**config.mk**
```make
export PLATFORM = sky130hd
export DESIGN_NAME = switch_output_port_flat
export DESIGN_NICKNAME = d
export VERILOG_FILES = /design/src/rtl/switch_output_port_if.sv /design/src/rtl/switch_output_port.sv /design/src/flat_wrapper.sv
export SDC_FILE = /design/constraint.sdc
export NUM_CORES = 1
export LEC_CHECK = 0
export CAP_MARGIN = 20
export CORE_ASPECT_RATIO = 0.5
export CORE_MARGIN = 3
export CORE_UTILIZATION = 40
export CTS_BUF_LIST = sky130_fd_sc_hd__clkbuf_16
export DETAILED_ROUTE_END_ITERATION = 12
export HOLD_SLACK_MARGIN = 0.08
export PLACE_DENSITY_LB_ADDON = 0.05
export SETUP_SLACK_MARGIN = 0.2
export SLEW_MARGIN = 40
export SYNTH_ARGS = -nofsm -noshare
export SYNTH_HDL_FRONTEND = slang
export SYNTH_SLANG_ARGS = --single-unit
```
**constraint.sdc**
```tcl
create_clock -name clk -period 4.26 [get_ports clk]
set_clock_uncertainty 0.05 [all_clocks]
set_input_delay 0.852 -clock clk [delete_from_list [all_inputs] [get_ports clk]]
set_output_delay 0.852 -clock clk [all_outputs]
set_load 0.03 [all_outputs]
```
**src/rtl/switch_output_port_if.sv**
```systemverilog
// Flit bus between the input side / arbiter and the output port stage.
//   i_gnt       one-hot grant from the arbiter (registered upstream)
//   i_valid     per-input flit valid
//   i_data      per-input flit data, input k at [k*DATA_W +: DATA_W]
//   i_last      per-input tail marker
//   o_ready     per-input accept (only the owner bit can be set)
//   o_valid     registered output flit valid
//   o_data      registered output flit data
//   o_last      registered output tail marker
//   i_out_ready downstream accept
// master: the side that drives flits and accepts output (testbench / fabric).
// slave:  the output port itself.
interface switch_output_port_if #(
  parameter int N_PORTS = 4,
  parameter int DATA_W  = 32
);
  logic [N_PORTS-1:0]        i_gnt;
  logic [N_PORTS-1:0]        i_valid;
  logic [N_PORTS*DATA_W-1:0] i_data;
  logic [N_PORTS-1:0]        i_last;
  logic [N_PORTS-1:0]        o_ready;
  logic                      o_valid;
  logic [DATA_W-1:0]         o_data;
  logic                      o_last;
  logic                      i_out_ready;

  modport master (
    output i_gnt, i_valid, i_data, i_last, i_out_ready,
    input  o_ready, o_valid, o_data, o_last
  );
  modport slave (
    input  i_gnt, i_valid, i_data, i_last, i_out_ready,
    output o_ready, o_valid, o_data, o_last
  );
endinterface

```
**src/rtl/switch_output_port.sv**
```systemverilog
// Output-port stage behind the fixed-priority arbiter. Locks to the granted
// input for a whole packet and forwards its flits through a one-entry
// registered output stage.
//   clk, reset_n   clock / async active-low reset
//   bus            flit bus (grant, per-input valid/data/last/ready, output stage)
//   i_err_clr      clears sticky error flags
//   o_busy         locked to an owner
//   o_owner        one-hot owner, 0 when idle
//   o_release      one-cycle pulse after the lock drops
//   o_pkt_cnt      packets delivered downstream (wraps)
//   o_err_multi    sticky: multi-hot grant seen while idle
//   o_err_len      sticky: packet truncated by the length watchdog
module switch_output_port #(
  parameter int N_PORTS       = 4,
  parameter int DATA_W        = 32,
  parameter int MAX_PKT_FLITS = 16
) (
  input  logic                 clk,
  input  logic                 reset_n,
  switch_output_port_if.slave  bus,
  input  logic                 i_err_clr,
  output logic                 o_busy,
  output logic [N_PORTS-1:0]   o_owner,
  output logic                 o_release,
  output logic [15:0]          o_pkt_cnt,
  output logic                 o_err_multi,
  output logic                 o_err_len
);
  localparam int CNT_W = $clog2(MAX_PKT_FLITS + 1);

  typedef enum logic {IDLE, XFER} state_t;

  state_t                           r_state, w_state_d;
  logic [N_PORTS-1:0]               r_owner;
  logic [CNT_W-1:0]                 r_cnt;
  logic                             r_valid, r_last, r_release, r_err_multi, r_err_len;
  logic [DATA_W-1:0]                r_data;
  logic [15:0]                      r_pkt_cnt;

  logic [N_PORTS-1:0][DATA_W-1:0]   w_in_data;
  logic [DATA_W-1:0]                w_own_data;
  logic                             w_own_valid, w_own_last, w_can_load, w_acc, w_wd, w_pop;
  logic                             w_gnt_1hot, w_multi, w_lock, w_done;

  assign w_in_data   = bus.i_data;
  assign w_own_valid = |(bus.i_valid & r_owner);
  assign w_own_last  = |(bus.i_last & r_owner);

  // Owner is one-hot, so an AND-OR mux is enough.
  always_comb begin
    w_own_data = '0;
    for (int k = 0; k < N_PORTS; k++)
      w_own_data = w_own_data | (w_in_data[k] & {DATA_W{r_owner[k]}});
  end

  // Output register can take a flit when empty or being drained this cycle;
  // this also keeps a new owner's first flit behind a previous tail.
  assign w_can_load = !r_valid || bus.i_out_ready;
  assign w_acc      = (r_state == XFER) && w_own_valid && w_can_load;
  assign w_wd       = w_acc && !w_own_last && (r_cnt == CNT_W'(MAX_PKT_FLITS - 1));
  assign w_pop      = r_valid && bus.i_out_ready;

  assign w_gnt_1hot = (bus.i_gnt != '0) && ((bus.i_gnt & (bus.i_gnt - 1'b1)) == '0);
  assign w_multi    = (r_state == IDLE) && (bus.i_gnt != '0) && !w_gnt_1hot;

  for (genvar k = 0; k < N_PORTS; k++) begin : g_rdy
    assign bus.o_ready[k] = (r_state == XFER) && r_owner[k] && w_can_load;
  end

  always_comb begin
    w_state_d = r_state;
    w_lock    = 1'b0;
    w_done    = 1'b0;
    case (r_state)
      IDLE: if (w_gnt_1hot) begin
        w_state_d = XFER;
        w_lock    = 1'b1;
      end
      XFER: if (w_acc && (w_own_last || w_wd)) begin
        w_state_d = IDLE;
        w_done    = 1'b1;
      end
      default: w_state_d = IDLE;
    endcase
  end

  always_ff @(posedge clk or negedge reset_n) begin
    if (!reset_n) r_state <= IDLE;
    else          r_state <= w_state_d;
  end

  always_ff @(posedge clk or negedge reset_n) begin
    if (!reset_n) begin
      r_owner     <= '0;
      r_cnt       <= '0;
      r_valid     <= 1'b0;
      r_data      <= '0;
      r_last      <= 1'b0;
      r_release   <= 1'b0;
      r_pkt_cnt   <= '0;
      r_err_multi <= 1'b0;
      r_err_len   <= 1'b0;
    end else begin
      r_release <= w_done;
      if (w_lock) begin
        r_owner <= bus.i_gnt;
        r_cnt   <= '0;
      end else if (w_acc) begin
        r_cnt   <= r_cnt + 1'b1;
      end
      if (w_acc) begin
        r_valid <= 1'b1;
        r_data  <= w_own_data;
        r_last  <= w_own_last || w_wd;
      end else if (w_pop) begin
        r_valid <= 1'b0;
      end
      if (w_pop && r_last) r_pkt_cnt <= r_pkt_cnt + 1'b1;
      // Set has priority over clear.
      if (w_multi)        r_err_multi <= 1'b1;
      else if (i_err_clr) r_err_multi <= 1'b0;
      if (w_wd)           r_err_len   <= 1'b1;
      else if (i_err_clr) r_err_len   <= 1'b0;
    end
  end

  assign bus.o_valid = r_valid;
  assign bus.o_data  = r_data;
  assign bus.o_last  = r_last;
  assign o_busy      = (r_state == XFER);
  assign o_owner     = (r_state == XFER) ? r_owner : '0;
  assign o_release   = r_release;
  assign o_pkt_cnt   = r_pkt_cnt;
  assign o_err_multi = r_err_multi;
  assign o_err_len   = r_err_len;
endmodule

```
**src/flat_wrapper.sv**
```systemverilog
// flat-port wrapper written by rule: the top's interface ports become plain ports
module switch_output_port_flat 
#(
  parameter int N_PORTS       = 4,
  parameter int DATA_W        = 32,
  parameter int MAX_PKT_FLITS = 16
)
  (clk, reset_n, i_err_clr, o_busy, o_owner, o_release, o_pkt_cnt, o_err_multi, o_err_len, bus_i_gnt, bus_i_valid, bus_i_data, bus_i_last, bus_i_out_ready, bus_o_ready, bus_o_valid, bus_o_data, bus_o_last);
  switch_output_port_if #(.N_PORTS(N_PORTS), .DATA_W(DATA_W)) bus_i ();
  input  logic clk;
  input  logic reset_n;
  input  logic i_err_clr;
  output logic o_busy;
  output logic [N_PORTS-1:0] o_owner;
  output logic o_release;
  output logic [15:0] o_pkt_cnt;
  output logic o_err_multi;
  output logic o_err_len;
  input wire logic [$bits(bus_i.i_gnt)-1:0] bus_i_gnt;
  input wire logic [$bits(bus_i.i_valid)-1:0] bus_i_valid;
  input wire logic [$bits(bus_i.i_data)-1:0] bus_i_data;
  input wire logic [$bits(bus_i.i_last)-1:0] bus_i_last;
  input wire logic [$bits(bus_i.i_out_ready)-1:0] bus_i_out_ready;
  output wire logic [$bits(bus_i.o_ready)-1:0] bus_o_ready;
  output wire logic [$bits(bus_i.o_valid)-1:0] bus_o_valid;
  output wire logic [$bits(bus_i.o_data)-1:0] bus_o_data;
  output wire logic [$bits(bus_i.o_last)-1:0] bus_o_last;
  assign bus_i.i_gnt = bus_i_gnt;
  assign bus_i.i_valid = bus_i_valid;
  assign bus_i.i_data = bus_i_data;
  assign bus_i.i_last = bus_i_last;
  assign bus_i.i_out_ready = bus_i_out_ready;
  assign bus_o_ready = bus_i.o_ready;
  assign bus_o_valid = bus_i.o_valid;
  assign bus_o_data = bus_i.o_data;
  assign bus_o_last = bus_i.o_last;
  switch_output_port #(.N_PORTS(N_PORTS), .DATA_W(DATA_W), .MAX_PKT_FLITS(MAX_PKT_FLITS)) u_core (.clk(clk), .reset_n(reset_n), .bus(bus_i), .i_err_clr(i_err_clr), .o_busy(o_busy), .o_owner(o_owner), .o_release(o_release), .o_pkt_cnt(o_pkt_cnt), .o_err_multi(o_err_multi), .o_err_len(o_err_len));
endmodule
```
==> results of run 1 <==
[stage by stage]
step	area, um^2	setup slack (ns)	utilization [%]	hold WS [ns]
after CTS	5660	0.829	74.7	0.423
after global placement	5370	0.881	70.9	0.410
after global routing	5660	0.767	74.7	0.450
after floorplan	3220	2.00	-	0.464
after detailed placement	5370	0.849	70.9	0.412
final	5660	0.828	74.7	0.419
[report_power, final]
group	leakage (uW)	internal [uW]	switching [uW]	total (uW)
registers	0.000791	839	207	1050
clock network	0.000140	447	263	710
logic	0.00146	915	1190	2110
total	0.00239	2200	1660	3860
[cell type report]
class	instances	area (um^2)	area share (%)
timing repair buffer	212	2100	37.2
sequential	63	1580	27.9
multi-input combinational	222	1530	27.1
clock buffer	9	225	3.98
tap	108	135	2.39
clock inverter	7	63.8	1.13
inverter	6	22.5	0.398
[cell families (layout without fill, tap and decap cells)]
group | Yosys count | in the layout | synth area share [%]
muxes | 5 | 5 | 2.21
and+or+nand+nor | 81 | 81 | 12.0
DFF | 63 | 63 | 48.9
AOI/OAI and AO/OA | 117 | 117 | 27.5
buffers and inverters | 31 | 234 | 3.84
adders and majority gates | 3 | 3 | 1.16
xor gates and xnor gates | 16 | 16 | 4.35
[path summary, 6_finish.rpt]
kind,to,from
max in group asynchronous,u_core.bus.o_data[11],reset_n
worst min register to register,u_core.o_pkt_cnt[15],u_core.o_pkt_cnt[15]
worst max-delay path,bus_o_ready[0],bus_i_out_ready
min in group asynchronous,u_core.o_pkt_cnt[3],reset_n
worst min-delay path,u_core.o_pkt_cnt[15],u_core.o_pkt_cnt[15]
worst max register to register,u_core.r_cnt[1],u_core.r_owner[3]
[state kept, by name (all words and copies together) (netlist names)]
register / flops
u_core.bus.o_data: 32
u_core.o_pkt_cnt: 16
u_core.o_err_multi: 1
u_core.o_release: 1
u_core.r_owner: 4
u_core.o_busy: 1
u_core.bus.o_last: 1
u_core.r_cnt: 5
u_core.bus.o_valid: 1
u_core.o_err_len: 1
[cell usage after synthesis]
master	n
dfrtp_1	63
a21o_1	1
or3_4	1
nor2_1	6
a21oi_1	4
nand2_1	40
a22o_1	36
nand2b_1	2
ha_1	3
o22ai_1	2
nor4_1	3
o21ai_0	36
buf_1	4
o211ai_2	1
a221oi_1	32
nand3_1	6
o21bai_1	2
xor2_1	9
clkbuf_1	15
nor3_1	3
nand4_1	5
or3_1	2
inv_1	6
mux2_4	4
nand2b_2	1
and2_1	4
o41ai_1	1
mux2_2	1
a221oi_4	1
and3_1	8
buf_2	6
o211ai_1	1
xnor2_1	7
[layer usage]
layer  up-vias  track usage [%]  part of all wire (%)
li1       1598                -                     -
met1      1567             25.2                    38
met2       107             43.0                    54
met3        14             7.39                   6.4
met4         0             8.06                   1.7
met5         -                0                     0
[cells in the final DEF, fill, tap and decap left out, drive strengths merged, types with 2 or more instances in the layout]
cell           netlist  final
o22ai                2      2
nand4                5      5
nand3                6      6
o21ai               36     36
o211ai               2      2
nor4                 3      3
nor2                 6      6
a21oi                4      4
nand2b               3      3
o21bai               2      2
and3                 8      8
clkdlybuf4s50        0    204
dfrtp               63     63
xor2                 9      9
ha                   3      3
inv                  6      6
clkinv               0      5
nand2               40     40
a221oi              33     33
or3                  3      3
a22o                36     36
xnor2                7      7
clkbuf              15      9
mux2                 5      5
buf                 10      8
and2                 4      4
nor3                 3      3
[worst max-delay path: stages]
cell	delay (ns)
clkdlybuf4s50_1	0.49
nand2b_1	0.29
and3_1	0.21
clkdlybuf4s50_1	0.68
==> summary.md, run 1 <==
| Metric | Value |
|---|---|
| Status | complete, no violations |
| Max Slew Vio Count | 0 |
| I/O Buffers | 205 |
| Core ar. | approximately 7600 um^2 |
| Grt ovf | 0 |
| Final Critical Period | about 3.4 ns |
| Post-Syn Area | roughly 3200 um^2 |
| Period Utilization, post-route | around 80% |
| DRT iter0 DRCs | roughly 140 |
| VDD IR max | around 330 uV |
| Yosys cell types | 33 |
| Post-synth net total | 463 |
| Die area | approximately 9000 um^2 |
| Critical Path AT | ~2.5 ns |
| CP Max Fanout | 6 |
| IO Count | between 200 and 250 |
| Clock slew at reported path FFs | approximately 0.05 ns |
| Syn avg cell area | approximately 10 um^2 |
| CTS root buf | clkbuf_16 |
| Least-Margin Pin Slew | 0.612 ns |
| Max Root-Sink Buffers | 2 |
| Required time of the worst setup path | around 3.4 ns |
| Drt via density | around 5.2 |
| P_leak | ~0.0024 uW |
| Global-route wire length before repair | between 15 and 20 mm |
| Area growth syn-to-layout | 75.5% |
| Worst hold path class | reg -> reg |
| Wire per inst | roughly 17 um |
| Number of diodes | 0 |
| Global Route Usage Sum | between 20% and 30% |
| Site Rows | 22 |
| Filler instances | 544 |
| Die H | a little under 70 um |
| Antenna-violating nets left | 0 |
| Drt drc | 0 |
| Ys Warns | 0 |
| Sequential area share after synthesis | about 50% |
| Die width | 133 um |
| Drt pass-1 iters | 4 |
| Worst-skew pair later-pin latency | about 0.33 ns |
| Max Cap Viol | 0 |
| DR vias | ~3,300 |
| CTS tree | done |
| RSZ-0062 raised after global routing | false |
| Inst Count DP | around 610 |
| CTS Sinks | between 60 and 70 |
| Hold Vio Cnt, Final | 0 |
| # resized after CTS | 0 |
| H-tree levels | 3 |
| Largest net degree at the start of global routing | 42 |
| Critical path launch point type | input pin |
| Post-Synthesis Cells | ~320 |
| Final GP Congestion | ~0.84 |
| Worst reg2reg path depth | 6 |
| Setup TNS | 0 ns |
| Initial core utilization | 42.6% |
| Worst Hold Path Cells | 1 |
| Power Dens Cells | ~680 nW/um^2 |
| # hold bufs at CTS | 0 |
| Antenna violations before repair | 0 |
| Flops & latches, synth | 63 |
| Slew HR | 59.2% |
| Reg2Reg Setup Slack | about 2.1 ns |
| Share of post-route cells with drive strength above 1 | under 10% |
| CTS buffer count | 9 |
| Vias in the first global route | around 3,400 |
| Synth top area cells | dfrtp_1 (49%), a22o_1 (9.8%), a221oi_1 (8.7%) |
| Tot Pwr | slightly below 4000 uW |
| Post-synth top area cell | dfrtp_1 |
| Total routed wirelength | 10.7 mm |
| Final setup viols | 0 |
| DP HPWL | ~8 mm |
| Final std cells w/o fill | roughly 630 |
| Maximum achievable frequency | 291 MHz |
| Post-synth top area share | between 40% and 50% |
| NumNets Final | around 660 |
| WS Path Type | in -> out |
| CP Capture Type | primary output |
| Post-CTS Setup Bufs | 0 |
(Power assumes the default switching activity.)
==> run 2, diff against run 1 <==
--- a/config.mk
+++ b/config.mk
@@ -8,7 +8,7 @@
 export CAP_MARGIN = 20
 export CORE_ASPECT_RATIO = 0.5
 export CORE_MARGIN = 3
-export CORE_UTILIZATION = 40
+export CORE_UTILIZATION = 33
 export CTS_BUF_LIST = sky130_fd_sc_hd__clkbuf_16
 export DETAILED_ROUTE_END_ITERATION = 12
 export HOLD_SLACK_MARGIN = 0.08
==> constraint.sdc (replaced) <==
create_clock -name clk -period 2.9 [get_ports clk]
set_clock_uncertainty 0.05 [all_clocks]
set_input_delay 0.58 -clock clk [delete_from_list [all_inputs] [get_ports clk]]
set_output_delay 0.58 -clock clk [all_outputs]
set_load 0.03 [all_outputs]
==> summary.md, run 2 (synthesis gave the netlist of run 1 again) <==
| Metric | Value |
|---|---|
| P_leak | 0.00241 uW (+0.76%) |
| DRT iter0 DRCs | 103 (-28%) |
| Final std cells w/o fill | 648 (+3.3%) |
| Core ar. | 9100 um^2 (+20%) |
| Drt pass-1 iters | 4 (unchanged) |
| Fin util | 62.6% (-12 points) |
| Most common cell after layout, fill and taps aside | clkdlybuf4s50_1 |
| Final Critical Period | between 2 and 3 ns |
| Max Slew Vio Count | 0 (unchanged) |
| Setup ws final | 0.365 ns (-0.463 ns) |
| Largest net degree at the start of global routing | 65 (+55%) |
| VDD IR max | 392 uV (+19%) |
| Flop pwr share | 26.8% (-0.3 points) |
| Post-CTS Setup Bufs | 0 (unchanged) |
| Comb pwr share | 54.6% (about the same) |
| Tot Pwr | 5680 uW (+47%) |
| Clock power share | 18.6% (+0.2 points) |
| H-tree levels | 3 (unchanged) |
| Clock slew at reported path FFs | 0.06 ns (about the same) |
| Max Cap Viol | 0 (unchanged) |
| Pint | 3240 uW (+47%) |
| Share of post-route cells with drive strength above 1 | 6.76% (+0.78 points) |
| Critical Path AT | 1.91 ns (-0.62 ns) |
| Antenna-violating nets left | 0 (unchanged) |
| Antenna violations before repair | 0 (unchanged) |
| Filler instances | 798 (+47%) |
| Number of diodes | 0 (unchanged) |
| Die H | 75.9 um (+9.2%) |
| Required time of the worst setup path | 2.27 ns (-1.09 ns) |
| Vias in the first global route | 3,246 (-4.4%) |
| Total routed wirelength | 10.9 mm (+2.2%) |
| Multi-input gate area | 1530 um^2 (unchanged) |
| Drt drc | 0 (unchanged) |
| DR vias | 3,230 (-1.7%) |
| # resized after CTS | 0 (unchanged) |
| Inst Count DP | 632 (+3.4%) |
| Power Dens Cells | 998 nW/um^2 (+46%) |
| CTS Sinks | 63 (unchanged) |
| Worst reg2reg path depth | 5 (-1) |
| Max Root-Sink Buffers | 2 (unchanged) |
| DP Worst Slack | 0.300 ns (-0.548 ns) |
| Least-Margin Pin Slew | 0.578 ns (-0.0339 ns) |
| Worst-skew pair later-pin latency | 0.33 ns (about the same) |
| DP HPWL | 8.21 mm (+3.7%) |
| IO Count | 206 (unchanged) |
| NumNets Final | 660 (-0.15%) |
| Worst hold path class | in -> async |
| RSZ-0062 raised after global routing | false |
| Period Utilization, post-route | 87.4% |
| Commonest non-fill, non-tap cells in the layout | clkdlybuf4s50_1 (200), dfrtp_1 (63), nand2_1 (40), a22o_1 (36), o21ai_0 (36) |
| Maximum achievable frequency | roughly 400 MHz |
| Grt ovf | 0 (unchanged) |
| WS Path Type | reg -> out |
| I/O Buffers | 205 (unchanged) |
| CTS root buf | clkbuf_16 |
| CTS buffer count | 9 (unchanged) |
| Final GP Congestion | 0.791 (-5.9%) |
| Final setup viols | 0 (unchanged) |
| # hold bufs at CTS | 0 (unchanged) |
| CTS tree | done |
| Status | complete, no violations |
| Area growth syn-to-layout | 76.6% |
| Setup TNS | 0 ns (unchanged) |
| Initial core utilization | 35.4% (-7.2 points) |
| NetSw | 2450 uW (+47%) |
| Critical path launch point type | flop |
| Hold Vio Cnt, Final | 0 (unchanged) |
| Drt via density | 4.98 (-4.9%) |
| Slew HR | 61.1% (+1.9 points) |
| Global-route wire length before repair | 16.4 mm (-3.7%) |
| Die width | 146 um (+9.6%) |
| Die area | 11,100 um^2 (+20%) |
| CP Capture Type | primary output |
| Switching fraction of total power | 43.1% (+0.073 points) |
| Wire per inst | 16.9 um (-1.1%) |
| Site Rows | 24 (+9.1%) |
| CP Max Fanout | 13 (+7) |
| Global Route Usage Sum | 19.1% (-4.1 points) |
| Register area | 1580 um^2 (unchanged) |
| Max FFs per register | 32 (unchanged) |
==> run 2: cell count changes in the layout (fill, tap and decap cells not counted), sizes merged <==
cell | before | now
clkinv | 5 | 4
clkdlybuf4s50 | 204 | 200
buf | 8 | 11
inv | 6 | 7
==> run 2: worst paths after layout <==
path	from	endpoint	slack, ns
worst min-delay path	reset_n	u_core.o_pkt_cnt[5]	0.15
max in group asynchronous	reset_n	u_core.o_err_len	2.12
worst max-delay path	u_core.r_owner[0]	o_owner[0]	0.36
worst max register to register	u_core.r_owner[0]	u_core.r_cnt[0]	0.89
worst min register to register	u_core.bus.o_data[31]	u_core.bus.o_data[31]	0.43
min in group clk	u_core.bus.o_data[31]	u_core.bus.o_data[31]	0.43
==> run 2: power by group through the flow <==
stage | combinational, uW | clock (uW) | sequential (uW)
after global placement | 3120 | 0 | 1530
final | 3110 | 1060 | 1520
after global routing | 3360 | 1110 | 1580
after floorplan | 1350 | 0 | 2010
after detailed placement | 3160 | 0 | 1540
after CTS | 3150 | 1070 | 1530
==> run 2: through the flow <==
stage,area [um^2],hold WS (ns)
final,5690,0.149
after global routing,5690,0.179
after CTS,5690,0.309
after global placement,5400,0.411
after detailed placement,5400,0.420
after floorplan,3220,0.234
==> run 2: routing by layer <==
layer / global-route usage (%) / routed length, um
met4: 5.68 / 116
met5: 0 / 0
met1: 22.1 / 4520
met2: 35.2 / 5610
met3: 6.30 / 681
==> run 2: worst max-delay path: stages, from the launching register on <==
cell             delay, ns
dfrtp_1               0.68
and2_1                0.20
clkdlybuf4s50_1       0.68
==> run 2: layout make-up <==
cell class / count / area share [%]
Clock buffer: 9 / 3.96
Clock inverter: 7 / 1.14
Inverter: 6 / 0.396
Multi-Input combinational cell: 222 / 26.9
Sequential cell: 63 / 27.7
Tap cell: 130 / 2.86
Timing Repair Buffer: 211 / 37.1
